<file path="config.mk">
export PLATFORM = sky130hd
export DESIGN_NAME = ram_cmd_arbiter
export DESIGN_NICKNAME = d
export VERILOG_FILES = /design/src/rtl/ram_arb_pkg.sv /design/src/rtl/rr_arbiter_2.sv /design/src/rtl/ram_cmd_arbiter.sv
export SDC_FILE = /design/constraint.sdc
export NUM_CORES = 1
export LEC_CHECK = 0
export ABC_AREA = 1
export CAP_MARGIN = 10
export CORE_UTILIZATION = 25
export DETAILED_ROUTE_END_ITERATION = 8
export GPL_ROUTABILITY_DRIVEN = 0
export PLACE_DENSITY_LB_ADDON = 0.2
export RECOVER_POWER = 100
export SKIP_LAST_GASP = 1
export SYNTH_ARGS = -nofsm -noshare
export SYNTH_HDL_FRONTEND = slang
export SYNTH_SLANG_ARGS = --single-unit
</file>
<file path="constraint.sdc">
create_clock -name clk -period 2.5 [get_ports clk]
set_input_delay 0.375 -clock clk [delete_from_list [all_inputs] [get_ports clk]]
set_output_delay 0.375 -clock clk [all_outputs]
set_load 0.005 [all_outputs]
</file>
<file path="src/rtl/ram_arb_pkg.sv">
// Shared types for the RAM command arbiter.
// FSM states and RAM command opcodes.
package ram_arb_pkg;

  typedef enum logic [1:0] {
    IDLE,
    ADDR,
    DATA,
    WAIT_RD
  } state_t;

  localparam logic [1:0] CMD_WR_ADDR = 2'b00;
  localparam logic [1:0] CMD_WR_DATA = 2'b01;
  localparam logic [1:0] CMD_RD_ADDR = 2'b10;
  localparam logic [1:0] CMD_RD_DATA = 2'b11;

endpackage

</file>
<file path="src/rtl/rr_arbiter_2.sv">
// Two-way round-robin arbiter.
// Grant is one-hot; history moves only on accept.
module rr_arbiter_2 (
  input  logic       clk,
  input  logic       rst_n,
  input  logic [1:0] req,
  input  logic       accept,
  output logic [1:0] grant
);

  logic r_last;

  // contested requests go to the index not granted last
  always_comb begin
    grant = req;
    if (req == 2'b11)
      grant = r_last ? 2'b01 : 2'b10;
  end

  // remember the winner of each accepted request
  always_ff @(posedge clk) begin
    if (!rst_n)
      r_last <= 1'b1;
    else if (accept && (grant != 2'b00))
      r_last <= grant[1];
  end

endmodule

</file>
<file path="src/rtl/ram_cmd_arbiter.sv">
// Serializes two requesters onto the RAM command stream.
// Address/data command pairs never interleave.
module ram_cmd_arbiter
  import ram_arb_pkg::*;
#(
  parameter int MEM_DEPTH  = 256,
  parameter int RD_TIMEOUT = 4
) (
  input  logic                                clk,
  input  logic                                rst_n,
  input  logic [1:0]                          req_valid,
  output logic [1:0]                          req_ready,
  input  logic [1:0]                          req_we,
  input  logic [1:0][$clog2(MEM_DEPTH)-1:0]   req_addr,
  input  logic [1:0][$clog2(MEM_DEPTH)-1:0]   req_wdata,
  output logic [1:0]                          rsp_valid,
  output logic [$clog2(MEM_DEPTH)-1:0]        rsp_data,
  output logic                                rsp_err,
  output logic [$clog2(MEM_DEPTH)+1:0]        rx_data,
  output logic                                rx_valid,
  input  logic [$clog2(MEM_DEPTH)-1:0]        tx_data,
  input  logic                                tx_valid
);

  localparam int AW = $clog2(MEM_DEPTH);
  localparam int CW = $clog2(RD_TIMEOUT + 1);

  state_t          r_state;
  state_t          w_state_n;
  logic            r_owner;
  logic            r_we;
  logic [AW-1:0]   r_addr;
  logic [AW-1:0]   r_wdata;
  logic [CW-1:0]   r_cnt;
  logic            w_hit;
  logic [1:0]      w_grant;
  logic            w_gidx;
  logic            w_accept;
  logic            w_rx_valid_n;
  logic [AW+1:0]   w_rx_data_n;
  logic [1:0]      w_rsp_valid_n;
  logic [AW-1:0]   w_rsp_data_n;
  logic            w_rsp_err_n;

  rr_arbiter_2 u_arb (
    .clk    (clk),
    .rst_n  (rst_n),
    .req    (req_valid),
    .accept (w_accept),
    .grant  (w_grant)
  );

  assign w_gidx    = w_grant[1];
  assign w_accept  = rst_n && (r_state == IDLE) && (req_valid != 2'b00);
  assign req_ready = w_accept ? w_grant : 2'b00;
  assign w_hit     = (r_cnt == CW'(RD_TIMEOUT - 1));

  // state register
  always_ff @(posedge clk) begin
    if (!rst_n)
      r_state <= IDLE;
    else
      r_state <= w_state_n;
  end

  // next-state logic
  always_comb begin
    w_state_n = r_state;
    unique case (r_state)
      IDLE:    if (req_valid != 2'b00) w_state_n = ADDR;
      ADDR:    w_state_n = DATA;
      DATA:    w_state_n = r_we ? IDLE : WAIT_RD;
      WAIT_RD: if (tx_valid || w_hit) w_state_n = IDLE;
    endcase
  end

  // capture the accepted transaction
  always_ff @(posedge clk) begin
    if (!rst_n) begin
      r_owner <= 1'b0;
      r_we    <= 1'b0;
      r_addr  <= '0;
      r_wdata <= '0;
    end else if (w_accept) begin
      r_owner <= w_gidx;
      r_we    <= req_we[w_gidx];
      r_addr  <= req_addr[w_gidx];
      r_wdata <= req_wdata[w_gidx];
    end
  end

  // read timeout counter, cleared while issuing the data command
  always_ff @(posedge clk) begin
    if (!rst_n)
      r_cnt <= '0;
    else if (r_state == DATA)
      r_cnt <= '0;
    else if ((r_state == WAIT_RD) && !tx_valid)
      r_cnt <= r_cnt + 1'b1;
  end

  // next values of the registered outputs
  always_comb begin
    w_rx_valid_n  = 1'b0;
    w_rx_data_n   = '0;
    w_rsp_valid_n = 2'b00;
    w_rsp_data_n  = '0;
    w_rsp_err_n   = 1'b0;
    unique case (r_state)
      IDLE: begin
        if (req_valid != 2'b00) begin
          w_rx_valid_n = 1'b1;
          w_rx_data_n  = {req_we[w_gidx] ? CMD_WR_ADDR : CMD_RD_ADDR,
                          req_addr[w_gidx]};
        end
      end
      ADDR: begin
        w_rx_valid_n = 1'b1;
        w_rx_data_n  = r_we ? {CMD_WR_DATA, r_wdata}
                            : {CMD_RD_DATA, AW'(0)};
      end
      DATA: begin
        w_rx_valid_n = 1'b0;
      end
      WAIT_RD: begin
        if (tx_valid) begin
          w_rsp_valid_n[r_owner] = 1'b1;
          w_rsp_data_n           = tx_data;
        end else if (w_hit) begin
          w_rsp_valid_n[r_owner] = 1'b1;
          w_rsp_err_n            = 1'b1;
        end
      end
    endcase
  end

  // output registers
  always_ff @(posedge clk) begin
    if (!rst_n) begin
      rx_valid  <= 1'b0;
      rx_data   <= '0;
      rsp_valid <= 2'b00;
      rsp_data  <= '0;
      rsp_err   <= 1'b0;
    end else begin
      rx_valid  <= w_rx_valid_n;
      rx_data   <= w_rx_data_n;
      rsp_valid <= w_rsp_valid_n;
      rsp_data  <= w_rsp_data_n;
      rsp_err   <= w_rsp_err_n;
    end
  end

  logic w_unused;
  assign w_unused = ^r_addr;

endmodule

</file>
==> key figures, run 1 <==
CTS
  • # resized after CTS: 0
  • CTS root buffer: clkbuf_8
  • Worst-path clk slew: about 0.07 ns
  • CTS Hold Bufs: 0
  • CTS Sinks: 38
  • Clk_lat worst skew: 0.29 ns
  • H-Tree Depth: 2
  • Bufs on Longest Clock Path: 2
  • Inserted Clock Buffers: 5
  • CTS tree: yes
  • Setup bufs post-CTS: 0

Routing
  • Final wirelength: 4400 um
  • Antenna Nets Post-Route: 0
  • Routed length per instance: between 10 and 15 um
  • # DRC: 0
  • Total number of vias: 1619
  • DRT Pass-1 Iters: 4
  • Initial DRC count: 58
  • DR vias/cell: 4.27

Timing
  • Setup TNS: 0 ns
  • RSZ-0062 raised after global routing: no
  • Slew headroom: 37.6%
  • Fin crit period: 2.28 ns
  • Fin. max-slew vios: 0
  • Final hold vios: 0
  • Crit share post-route: 91.3%
  • Worst slew pin tran: between 0.9 and 1 ns
  • Final setup viols: 0
  • Max frequency: 438 MHz
  • Clk_skew: 0.00560 ns

Power and ir drop
  • P per Cell Area: 577 nW/um^2
  • Leakage Power: 1.15 nW
  • VDD IR max: 250 uV

Worst setup path
  • Crit start category: primary input
  • CP Class: primary input to output pin
  • Worst r2r dst: rx_data[4]
  • Max FO, Critical Path: 7
  • Critical R2R Launch: r_state[0]
  • R2R cell count: 4
  • Critical Path AT: between 1.5 and 2 ns
  • Flop-to-flop setup slack: 1.01 ns
  • Endpoint type of the worst setup path: output pin
  • Worst Path Required: roughly 2.1 ns

Placement
  • Dpl hpwl: 3220 um
  • Placed Area: roughly 2400 um^2
  • Port Buffers: 70

Logic synthesis
  • Synthesized net count: 275
  • Async S/R FF share, synth: 0%
  • Synth Area per Inst: roughly 7.3 um^2
  • Area contributors post-synth: dfxtp_1, nand2_1, nand3_1, a21oi_1, inv_1
  • Post-synth top area share: 46.4%
  • Mapped Area: 1640 um^2
  • Synth Register Bits: 38
  • Synth warn: 0
  • Gate Count Post-Synth: 226
  • Post-synthesis sequential area ratio: 46.4%
  • Synth Flop Type: dfxtp_1
  • Synth cell types: 25
  • Post-synth top area cell: dfxtp_1
  • EDFF count, synth: 0

Floorplan
  • Die footprint: roughly 6900 um^2
  • CORE AREA: 6350 um^2
  • Placement Rows: 29
  • Die Wd: slightly above 80 um
  • IO Count: 71
  • Initial Util: 25.8%
  • Die extent in y: between 80 and 90 um

Global routing
  • First-pass GRT wire length: 7490 um
  • Vias in the first global route: 1584
  • Largest net degree at the start of global routing: 22
  • Initial antenna violation count: 0
  • Grt ovf: 0
  • All-layer global routing usage: 13.5%

Layout
  • Antenna diodes: 0
  • Fin area: 2550 um^2
  • Area Overhead vs Synth: 55.5%
  • Post-layout nets: 350
  • Fill count: 674
  • Most frequent cells in the layout: nand2_1, clkdlybuf4s50_1, dfxtp_1
  • Layout cells sized above 1: 6.62%
  • Commonest non-fill, non-tap cell in the layout: nand2_1

Min path
  • HP Class: register to register
  • Hold Path End: rsp_valid[0]
  • WHS Path Cells: 1
  • HP Start: r_owner

Run
  • MaxCap Viol Count: 0

Status
  • Status: complete, no violations
[Yosys cell counts, types with 2 or more instances]
cell type and count:
nand3b_1 8, dfxtp_1 38, nand2_1 58, nor2_1 16, nand3_1 28, nor2_4 3, ha_1 2, inv_1 29
a21oi_1 22, nor3_1 2, buf_2 4, clkbuf_1 3
[cells by family (layout without fill, tap and decap cells)]
kind of cell | after synthesis | count (layout) | share of synthesized area (%)
buffers and inverters | 39 | 115 | 9.53
flip-flops | 38 | 38 | 46.4
adder cells (fa/ha/maj) | 2 | 2 | 1.53
AO/OA/AOI/OAI | 27 | 27 | 8.62
AND/OR/NAND/NOR | 120 | 120 | 33.9
[flip-flops by register name, summed over array words and instances (netlist names)]
signal        flops
rx_data          10
r_wdata           8
rsp_data          8
r_cnt             3
r_state           2
rsp_valid         2
r_owner           1
r_we              1
rsp_err           1
rx_valid          1
u_arb.r_last      1
[worst max-delay path, cell delays in order]
cell and delay (ns):
dlygate4sd3_1 0.68, nand2_1 0.13, nor2_4 0.10, nand2_1 0.07, inv_1 0.06, clkdlybuf4s50_1 0.49
[cell type report]
type / instances / area (um^2) / area share [%]
multi-input combinational: 149 / 721 / 28.3
inverter: 30 / 113 / 4.42
clock buffer: 8 / 110 / 4.32
sequential: 38 / 761 / 29.8
timing repair buffer: 77 / 749 / 29.4
tap: 77 / 96.3 / 3.78
[stage by stage]
| stage | instances | worst slack (ns) | power [mW] | hold slack [ns] | utilization, % |
|---|---|---|---|---|---|
| 5_1_grt | 379 | 0.121 | 1.56 | 0.462 | 40.2 |
| 3_3_place_gp | 371 | 0.296 | 1.00 | 0.436 | 38.5 |
| 4_1_cts | 379 | 0.260 | 1.50 | 0.447 | 40.3 |
| 2_1_floorplan | 226 | 1.16 | 0.837 | 0.398 | - |
| 3_5_place_dp | 371 | 0.264 | 1.01 | 0.434 | 38.5 |
| 6_report | 379 | 0.217 | 1.47 | 0.446 | 40.2 |
[where the power goes]
group / internal, mW / switching [mW]
Combinational: 0.157 / 0.152
Sequential: 0.645 / 0.0233
Clock: 0.279 / 0.214
Total: 1.08 / 0.390
[worst max-delay path by stage]
stage | from | end | slack (ns) | cells past startpoint
floorplan | req_valid[1] | req_ready[1] | 1.16 | 5
global placement | rst_n | req_ready[0] | 0.30 | 6
detailed placement | rst_n | req_ready[0] | 0.26 | 6
CTS | rst_n | req_ready[0] | 0.26 | 6
global route | rst_n | req_ready[0] | 0.12 | 6
finish | rst_n | req_ready[0] | 0.22 | 6
[routing by layer]
| metal | global-route usage, % | routed length (um) | share of wire [%] |
|---|---|---|---|
| met4 | 5.17 | 28 | 0.64 |
| met1 | 17.5 | 2100 | 48 |
| met5 | 0 | 0 | 0 |
| met2 | 21.7 | 2100 | 48 |
| met3 | 3.48 | 169 | 3.8 |
No activity file was read; power rests on OpenSTA's default activity.
==> run 2: changes to the inputs <==
- CORE_MARGIN: not set -> 1.5
==> run 2 against run 1 <==
Effect of this change:
- final cell count down 0.26%
- combinational power fell by 1%
- die area increased by 2.4%
- highest routed layer unchanged
- largest power group unchanged
- clock skew about the same
- global-route usage shrank 0.19 points
- maximum frequency increased by 0.38%
- core utilization is 0.41 points lower
- clock power decreased by 12%
==> key figures, run 2 (synthesis results as in run 1) <==
Timing
  • Final setup viols: 0
  • Final hold vios: 0
  • Max frequency: 440 MHz
  • Fin. max-slew vios: 0
  • Fin crit period: 2.27 ns
  • Crit share post-route: approximately 91%
  • RSZ-0062 raised after global routing: no
  • Setup TNS: 0 ns
  • Slew headroom: 37.8%
  • Clk_skew: 0.00515 ns
  • Worst slew pin tran: 0.933 ns

Floorplan
  • IO Count: 71
  • CORE AREA: 6350 um^2
  • Die Wd: 84 um
  • Initial Util: roughly 26%
  • Die footprint: just over 7000 um^2
  • Die extent in y: 84 um
  • Placement Rows: 29

Layout
  • Multi-input gate area: 721 um^2
  • Antenna diodes: 0
  • Most frequent cells in the layout: nand2_1, clkdlybuf4s50_1, dfxtp_1
  • Reg with most FFs: rx_data
  • Largest registers: rx_data: 10 flops, r_wdata: 8 flops, rsp_data: 8 flops
  • Fill count: 661
  • Area Overhead vs Synth: 53.9%
  • Post-layout nets: roughly 350
  • Core Util, Final: 39.7%
  • Max reg flops: 10
  • Layout cells sized above 1: between 5 and 6%
  • Non-filler instance count after layout: around 380
  • Register area: 761 um^2
  • Commonest non-fill, non-tap cell in the layout: nand2_1

CTS
  • CTS Hold Bufs: 0
  • Clk_lat worst skew: 0.28 ns
  • Setup bufs post-CTS: 0
  • H-Tree Depth: 2
  • CTS tree: yes
  • # resized after CTS: 0
  • Bufs on Longest Clock Path: 2
  • Worst-path clk slew: 0.07 ns
  • Inserted Clock Buffers: 5
  • CTS root buffer: clkbuf_8
  • CTS Sinks: 38

Worst setup path
  • Crit start category: primary input
  • Slowest CP cell: dlygate4sd3_1
  • Max stage delay on crit path: 0.68 ns
  • Critical Path AT: 1.90 ns
  • Max FO, Critical Path: 7
  • CP Class: primary input to output pin
  • Critical-path cell list: dlygate4sd3_1 > nand2_1 > nor2_4 > nand2_1 > inv_1 > clkdlybuf4s50_1
  • Endpoint type of the worst setup path: output pin
  • Worst Path Required: 2.12 ns
  • Cell mode on critical path: nand2_1

Min path
  • HP Class: register to register

Routing
  • # DRC: 0
  • Initial DRC count: about 110
  • Total number of vias: 1634
  • Final wirelength: approximately 4300 um
  • Antenna Nets Post-Route: 0
  • DR vias/cell: roughly 4.3
  • Routed length per instance: between 10 and 15 um
  • DRT Pass-1 Iters: 4

Run
  • MaxCap Viol Count: 0

Power and ir drop
  • Clk network pwr share: 30.6%
  • Int Power: 1.02 mW
  • Flop pwr share: ~48%
  • Leakage Power: 1.14 nW
  • Comb pwr share: ~22%
  • NetSw: around 380 uW
  • VDD IR max: 222 uV
  • P per Cell Area: 557 nW/um^2
  • Switching Fraction: 27.1%

Status
  • Status: complete, no violations

Global routing
  • Initial antenna violation count: 0
  • Largest net degree at the start of global routing: 22
  • Grt ovf: 0
  • Vias in the first global route: 1590
  • First-pass GRT wire length: 7420 um
  • All-layer global routing usage: 13.4%

Placement
  • Inst Count DP: 370
  • Port Buffers: 70
  • Dpl hpwl: 3140 um
run 2: cell count changes in the layout (fill, tap and decap cells not counted), sizes merged:
cell,delta
clkbuf,-1
buf,-1
clkinv,+1
run 2: worst paths after layout:
| kind | from | slack [ns] | to | cells past startpoint |
|---|---|---|---|---|
| max | rst_n | 0.23 | req_ready[0] | 6 |
| min | r_owner | 0.45 | rsp_valid[0] | 1 |
| min reg2reg | r_owner | 0.45 | rsp_valid[0] | 1 |
| max reg2reg | r_state[0] | 1.03 | r_state[1] | 6 |
run 2: final cells by class:
type / count / share of cell area, %
Tap cell: 77 / 3.82
Sequential cell: 38 / 30.1
Inverter: 30 / 4.46
Clock buffer: 7 / 3.42
Multi-Input combinational cell: 149 / 28.6
Clock inverter: 1 / 0.198
Timing Repair Buffer: 76 / 29.4
run 2: power groups by stage:
stage                     Combinational, mW  Sequential, mW  Clock, mW
after floorplan                       0.160           0.677          0
after global placement                0.320           0.684          0
after detailed placement              0.319           0.684          0
after CTS                             0.321           0.670      0.452
after global routing                  0.345           0.674      0.473
final                                 0.306           0.669      0.431
run 2: per-stage QoR:
step / worst slack, ns / total power, mW / cell area (um^2) / hold slack [ns]
final: 0.226 / 1.41 / 2520 / 0.450
after global routing: 0.146 / 1.49 / 2520 / 0.472
after CTS: 0.273 / 1.44 / 2530 / 0.450
after detailed placement: 0.280 / 1.00 / 2440 / 0.437
after global placement: 0.290 / 1.00 / 2440 / 0.431
after floorplan: 1.16 / 0.837 / 1640 / 0.398
run 2: critical path: cells and delay by family:
family,cells,cell delay (ns)
and+or+nand+nor,3,0.30
buffers and inverters,3,1.22
run 2: metal layers:
layer	vias up	GRT usage, %	part of all wire, %
met3	6	3.56	4.8
met5	-	0	0
met1	729	16.5	45
met2	37	21.8	48
met4	0	5.96	2.2
li1	862	-	-
